File: src/rtl/align_shifter_seq.sv
// Multi-cycle mantissa alignment/normalisation shifter.
// Shifts up to STEP positions per clock and tracks guard, round and sticky.
module align_shifter_seq #(
    parameter int W    = 23,
    parameter int SW   = 8,
    parameter int STEP = 4
) (
    input  logic          clk,
    input  logic          rst_n,
    input  logic          in_valid,
    output logic          in_ready,
    input  logic [W-1:0]  num,
    input  logic [SW-1:0] shiftQtt,
    input  logic          dir,
    output logic          out_valid,
    input  logic          out_ready,
    output logic [W-1:0]  result,
    output logic          guard,
    output logic          round_bit,
    output logic          sticky
);

    localparam int RW = $clog2(W + 3);

    typedef enum logic [1:0] {IDLE, SHIFT, DONE} state_t;

    state_t        state;
    state_t        state_n;
    logic [W+1:0]  work;
    logic [W+1:0]  work_n;
    logic          stk;
    logic          stk_n;
    logic          dir_r;
    logic [RW-1:0] rem;
    logic [RW-1:0] rem_n;
    logic [RW-1:0] k;
    logic [RW-1:0] e;
    logic [31:0]   sq;
    logic          take;

    assign sq   = 32'(shiftQtt);
    assign take = in_valid && in_ready;

    // Clamp the requested shift to the point where everything has left the register
    always_comb begin
        e = RW'(sq);
        if (dir) begin
            if (sq > 32'(W)) e = RW'(W);
        end else begin
            if (sq > 32'(W + 2)) e = RW'(W + 2);
        end
    end

    assign k     = (rem > RW'(STEP)) ? RW'(STEP) : rem;
    assign rem_n = rem - k;

    // One shift step; right shifts fold the departing bits into sticky
    always_comb begin
        work_n = work;
        stk_n  = stk;
        if (dir_r) begin
            work_n = work << k;
        end else begin
            work_n = work >> k;
            for (int i = 0; i < STEP; i++) begin
                if (RW'(i) < k) stk_n = stk_n | work[i];
            end
        end
    end

    // State register; reset aborts any in-flight transaction at once
    always_ff @(posedge clk or negedge rst_n) begin
        if (!rst_n) state <= IDLE;
        else        state <= state_n;
    end

    // Next-state and handshake outputs
    always_comb begin
        state_n   = state;
        in_ready  = 1'b0;
        out_valid = 1'b0;
        unique case (state)
            IDLE: begin
                in_ready = 1'b1;
                if (in_valid) state_n = SHIFT;
            end
            SHIFT: begin
                if (rem_n == '0) state_n = DONE;
            end
            DONE: begin
                out_valid = 1'b1;
                if (out_ready) state_n = IDLE;
            end
            default: state_n = IDLE;
        endcase
    end

    // Working register, sticky flag and remaining count
    always_ff @(posedge clk or negedge rst_n) begin
        if (!rst_n) begin
            work  <= '0;
            stk   <= 1'b0;
            rem   <= '0;
            dir_r <= 1'b0;
        end else if (take) begin
            work  <= {num, 2'b00};
            stk   <= 1'b0;
            rem   <= e;
            dir_r <= dir;
        end else if (state == SHIFT) begin
            work <= work_n;
            stk  <= stk_n;
            rem  <= rem_n;
        end
    end

    // Results are only exposed while a finished value is being offered
    always_comb begin
        result    = '0;
        guard     = 1'b0;
        round_bit = 1'b0;
        sticky    = 1'b0;
        if (state == DONE) begin
            result    = work[W+1:2];
            guard     = work[1];
            round_bit = work[0];
            sticky    = stk;
        end
    end

endmodule

File: config.mk
export PLATFORM = sky130hd
export DESIGN_NAME = align_shifter_seq
export DESIGN_NICKNAME = d
export VERILOG_FILES = /design/src/rtl/align_shifter_seq.sv
export SDC_FILE = /design/constraint.sdc
export NUM_CORES = 1
export LEC_CHECK = 0
export ABC_AREA = 1
export BUFFER_PORTS_ARGS = -buffer_cell sky130_fd_sc_hd__buf_2
export CORE_MARGIN = 1.5
export CORE_UTILIZATION = 36
export DETAILED_ROUTE_END_ITERATION = 8
export GPL_TIMING_DRIVEN = 1
export PLACE_DENSITY = 0.67
export SYNTH_ARGS = -nofsm -noshare
export SYNTH_HDL_FRONTEND = slang
export SYNTH_SLANG_ARGS = --single-unit
File: constraint.sdc
create_clock -name clk -period 2.8 [get_ports clk]
set_clock_uncertainty 0.2 [all_clocks]
set_input_delay 0.28 -clock clk [delete_from_list [all_inputs] [get_ports clk]]
set_output_delay 0.28 -clock clk [all_outputs]
set_load 0.02 [all_outputs]
Word level (Yosys, flattened, before mapping)

Cells that the tools add are included.

Register bits: 34
Latch bits: 0
RAM bits: 0
ROM bits: 0
Bits of input ports: 36
Output and inout bits: 28
Memories kept: 0

Add/subtract/negate cells: 1
Multiply operators: 0
Divide/modulo/power cells: 0
Order comparisons: 7
Equality and inequality tests: 6
Shift operators: 2
Mux-type cells: 29
Bitwise gates (word level): 4
Reductions and logical operators: 6

Operators by type and width:

| kind                 | number |
|---|---|
| $mux W25             | 3 |
| $mux W5              | 6 |
| $shl A25 B5 Y25      | 1 |
| $shr A25 B5 Y25      | 1 |
| $mux W23             | 1 |
| $gt A8 B5 Y1 const B | 2 |
| $mux W1              | 15 |
| $lt A1 B5 Y1 const A | 2 |
| $lt A2 B5 Y1 const A | 2 |
| $mux W2              | 3 |
| $ne A2 B2 Y1 const B | 3 |
| $pmux W2 S3          | 1 |
| $gt A5 B3 Y1 const B | 1 |
| $logic_not A5 Y1     | 1 |
| $sub A5 B5 Y5        | 1 |
| $or A1 B1 Y1         | 4 |
| $reduce_and A3 Y1    | 1 |
| $eq A2 B1 Y1 const B | 1 |
| $eq A2 B2 Y1 const B | 1 |
| $logic_not A2 Y1     | 1 |
| $ne A2 B1 Y1 const B | 1 |
| $reduce_and A2 Y1    | 1 |
| $reduce_bool A2 Y1   | 1 |
| $logic_and A1 B1 Y1  | 1 |

Depth between registers and ports, before layout

Depth after elaboration: 16
Depth in mapped cells: 13

Least setup slack after synthesis

OpenSTA, ideal clock, no wires.

Kind: reg-to-output
Start: register state[0]
End: output port result[10]
Arrival time: 1.542 ns
Slack: 0.778 ns
Stages on the path, launching flop included: 5
Path buffers: 1
Path through: dfrtp_1 -> nor2_1 -> clkinv_1 -> clkbuf_1 -> nor2_1

Word-level cells in the longest chain between the ends: 2

RTL lines:

| element                | RTL line | source |
|---|---|---|
| from (decl)            | 27       | `state_t state;` |
| from (signal assigned) | 74       | `else state <= state_n;` |
| $eq A2 B2 Y1           | 123      | `if (state == DONE) begin` |
| $mux W23               | 123      |  |
| to (decl)              | 17       | `output logic [W-1:0] result,` |

No other way between the ends.

Worst setup path in the final report

Start: register rem[2]
End: register work[19]

Word-level cells in the longest chain between the ends: 6

RTL lines:

| element                                                   | RTL line | source |
|---|---|---|
| from (decl)                                               | 34       | `logic [RW-1:0] rem;` |
| from (signal assigned)                                    | 113      | `rem <= rem_n;` |
| $gt A5 B3 Y1                                              | 54       | `assign k = (rem > RW'(STEP)) ? RW'(STEP) : rem;` |
| $mux W5 *                                                 | 54       |  |
| $shr A25 B5 Y25 / $shl A25 B5 Y25 (equally long branches) | 64, 62   |  |
| $mux W25 *                                                | 61       | `if (dir_r) begin` |
| $mux W25 *                                                | 110      | `end else if (state == SHIFT) begin` |
| $mux W25 *                                                | 105      | `end else if (take) begin` |
| to (signal assigned)                                      | 106      | `work <= {num, 2'b00};` |
| to (signal assigned)                                      | 111      | `work <= work_n;` |
| to (decl)                                                 | 29       | `logic [W+1:0] work;` |

Every way passes the cells marked *; elsewhere a longest branch is shown, timed or not. The select of a mux whose other input is x is not followed.
A chain may end at the register's enable or synchronous reset.

==> results.md <==
* Clk root buf: clkbuf_8
* Vias at 4618
* Hold WC Path Type: in -> reg
* Worst path arrival time at 2.60 ns
* Clock share of power at 8.7%
* Input/output buffers at 63
* PostCTS Resize Cnt at 0
* WL/cell at 14.7 µm
* Critical path endpoint category: flip-flop
* Part of the cycle the worst path needs at 91.3%
* Nets at 750
* Fin util at 42.0%
* Top cell type's share of synthesized area at 22.5%
* Mapped cell area at 0.00378 mm²
* Crit Path Max Fanout at 18
* Reg2reg start: rem[2]$_DFFE_PN0P_
* Xor/xnor share of the synthesized area at 0.232%
* H-tree Lvls at 2
* Largest family of logic cells by synthesized area: simple AND/OR/NAND/NOR gates
* Core area at 0.0102 mm²
* Final-report hold violation count at 0
* Die Ht at 105 µm
* Share of cells above drive strength 1 at 14.3%
* Hold_sp: dir
* Crit-path slowest cell: nor2_2
* P per Cell Area at 1280 mW/mm²
* Synth area leader: dfrtp_1
* Commonest cells after routing, fill and taps aside: nand2_1 (212), nand3_1 (137), inv_1 (63), buf_2 (63), nor2_1 (45)
* Vias/cell at 5.43
* Power share of the sequential group at 18.2%
* Worst-Margin Slew at 0.863 ns
* Chip width at 105 µm
* Tightest hold margin at 0.0210 ns
* 1st-iter DRT viols at 484
* Comb pwr share at 73.1%
* Max-Cap Viols at 0
* Io pins at 64
* Simple-gate portion of the synthesized area at 52.6%
* Synth cell types at 33
* Crit path cell chain: inv_2 -> nand2_4 -> inv_2 -> nor2_2 -> inv_1 -> o21ai_0 -> a21oi_1 -> nand3_1 -> nand2_1 -> nand2_1
* Fmax at 391 MHz
* Post-route DRC at 0
* Longest Clk Path Bufs at 2
* Gate Count Post-Synth at 664
* Largest net degree at the start of global routing at 40
* Seq cells post-synth at 34
* Vias in the first global route at 4364
* CTS Buf Count at 5
* Area contributors post-synth: dfrtp_1 (23%), nand2_1 (21%), nand3_1 (18%)
* N_diodes at 0
* Critical Path Source Type: flip-flop
* Post-DP HPWL at 9.05 mm
* Adder-Cell Fraction of Synth Area at 0.331%
* Row count at 37
* Initial Util at 36.9%
* Critical path origin: rem[2]$_DFFE_PN0P_
* Reg clk slew, reported paths at 0.08 ns
* Skew-Pair Late Insertion Delay at 0.30 ns
* Area delta synth->final at 13.9%
* Ys Warns at 0
* Pint at 0.00228 W
* Family with the most delay on the worst path: simple AND/OR/NAND/NOR gates
* Full die area at 0.0111 mm²
* Status: finished clean
* Post-DRT Antenna Nets at 0
* Lkg Pwr at 2.39 nW
* Switching pwr at 0.00321 W
* Mux cell area share after synthesis at 0%
* Slew Limit Fails at 0
* Drt first pass iters at 6
* CTS tree: yes
* Critical Path RT at 2.84 ns
* RSZ-0062 raised after global routing: false
* Post-synthesis sequential area ratio at 22.5%
* Net Sw Frac at 58.5%
* CP max stage delay at 0.56 ns
* Total track usage at 23.6%
* Final Setup Violations at 0
* Peak VDD IR at 0.578 mV
* Overflow after GRT at 0
* TNS Setup at 0 ns
* Clk sink count at 34
* Initial antenna violation count at 0
* Net count after synthesis at 701
* Tmin final at 2.56 ns
* Slew HR at 42.4%
* Syn Area/Cell at 5.69 µm²
* Most common cell after layout, fill and taps aside: nand2_1
* Compound-Gate Fraction of Synth Area at 12.1%
* Overall routed net length at 12.5 mm
* CP bufs+invs at 3
* Kind of critical path: reg -> reg
* First-pass GRT wire length at 21.5 mm
* Routability congestion estimate at 0.914
power groups by stage:
stage / combinational [W] / sequential [W] / clock (W)
floorplan: 0.00306 / 0.000938 / 0
global placement: 0.00394 / 0.00100 / 0
detailed placement: 0.00394 / 0.00100 / 0
CTS: 0.00395 / 0.000996 / 0.000490
global route: 0.00457 / 0.00103 / 0.000503
finish: 0.00401 / 0.000999 / 0.000479
kinds of logic after synthesis:
logic type	Yosys count
other	1
XOR/XNOR	1
buffers and inverters	106
adder cells (fa/ha/maj)	1
flip-flops	34
AO/OA/AOI/OAI	81
AND/OR/NAND/NOR	440
stage by stage:
step | instances | setup WS, ns | area [µm²] | power (W)
3_5_place_dp | 840 | 0.379 | 4170 | 0.00494
2_1_floorplan | 664 | 0.778 | 3780 | 0.00399
3_3_place_gp | 840 | 0.451 | 4170 | 0.00494
5_1_grt | 850 | 0.0858 | 4300 | 0.00610
6_report | 850 | 0.244 | 4300 | 0.00549
4_1_cts | 850 | 0.351 | 4300 | 0.00544
registers in the layout, indices dropped and copies added (netlist names):
signal,flops
dir_r,1
rem,5
state,2
stk,1
work,25
worst reg2reg max path: stages, from the launching register on:
cell and delay (ns):
dfrtp_1 0.40, inv_2 0.17, nand2_4 0.28, inv_2 0.15, nor2_2 0.56, inv_1 0.20, o21ai_0 0.27, a21oi_1 0.08
nand3_1 0.10, nand2_1 0.05, nand2_1 0.05
routing by layer:
metal | vias up | share of wire [%] | track usage, %
met1 | 2084 | 47 | 32.6
met4 | 0 | 1.7 | 6.95
met3 | 26 | 7.1 | 3.03
met5 | - | 0 | 0
met2 | 214 | 45 | 38.5
li1 | 2294 | - | -
synthesized netlist by cell type, drive strengths merged:
cell,n
o21bai,11
nor3,2
nand3,139
xor2,1
clkbuf,13
nand3b,1
conb,1
nand4,31
buf,25
a21oi,16
clkinv,2
o211ai,3
o31ai,2
o21ai,44
a21boi,2
nand2,216
dfrtp,34
nor2,51
inv,66
a22oi,1
ha,1
a31oi,2
area by class of cell:
| type | instances | area, µm² |
|---|---|---|
| fillers | 1185 | 5930 |
| multi-input cells | 524 | 2470 |
| flip-flops and latches | 34 | 851 |
| repair buffers | 80 | 448 |
| inverters | 68 | 256 |
| well taps | 136 | 170 |
| clock buffers | 5 | 68.8 |
| clock inverters | 3 | 40.0 |
path summary, 6_finish.rpt:
| check | end | slack, ns | cells after the start |
|---|---|---|---|
| setup reg to reg | work[19]$_DFFE_PN0P_ | 0.24 | 10 |
| hold / removal | dir_r$_DFFE_PN0P_ | 0.02 | 3 |
| max in group asynchronous | work[20]$_DFFE_PN0P_ | 1.43 | 2 |
| setup / recovery | work[19]$_DFFE_PN0P_ | 0.24 | 10 |
| hold reg to reg | work[9]$_DFFE_PN0P_ | 0.28 | 2 |
| min in group asynchronous | work[4]$_DFFE_PN0P_ | 0.43 | 2 |
timing repair:
action / CTS / global route
endpoints found under the hold margin: 35 / 0
buffers inserted: 0 / 0
hold buffers: 2 / 0
Power figures use the tool's default switching activity.
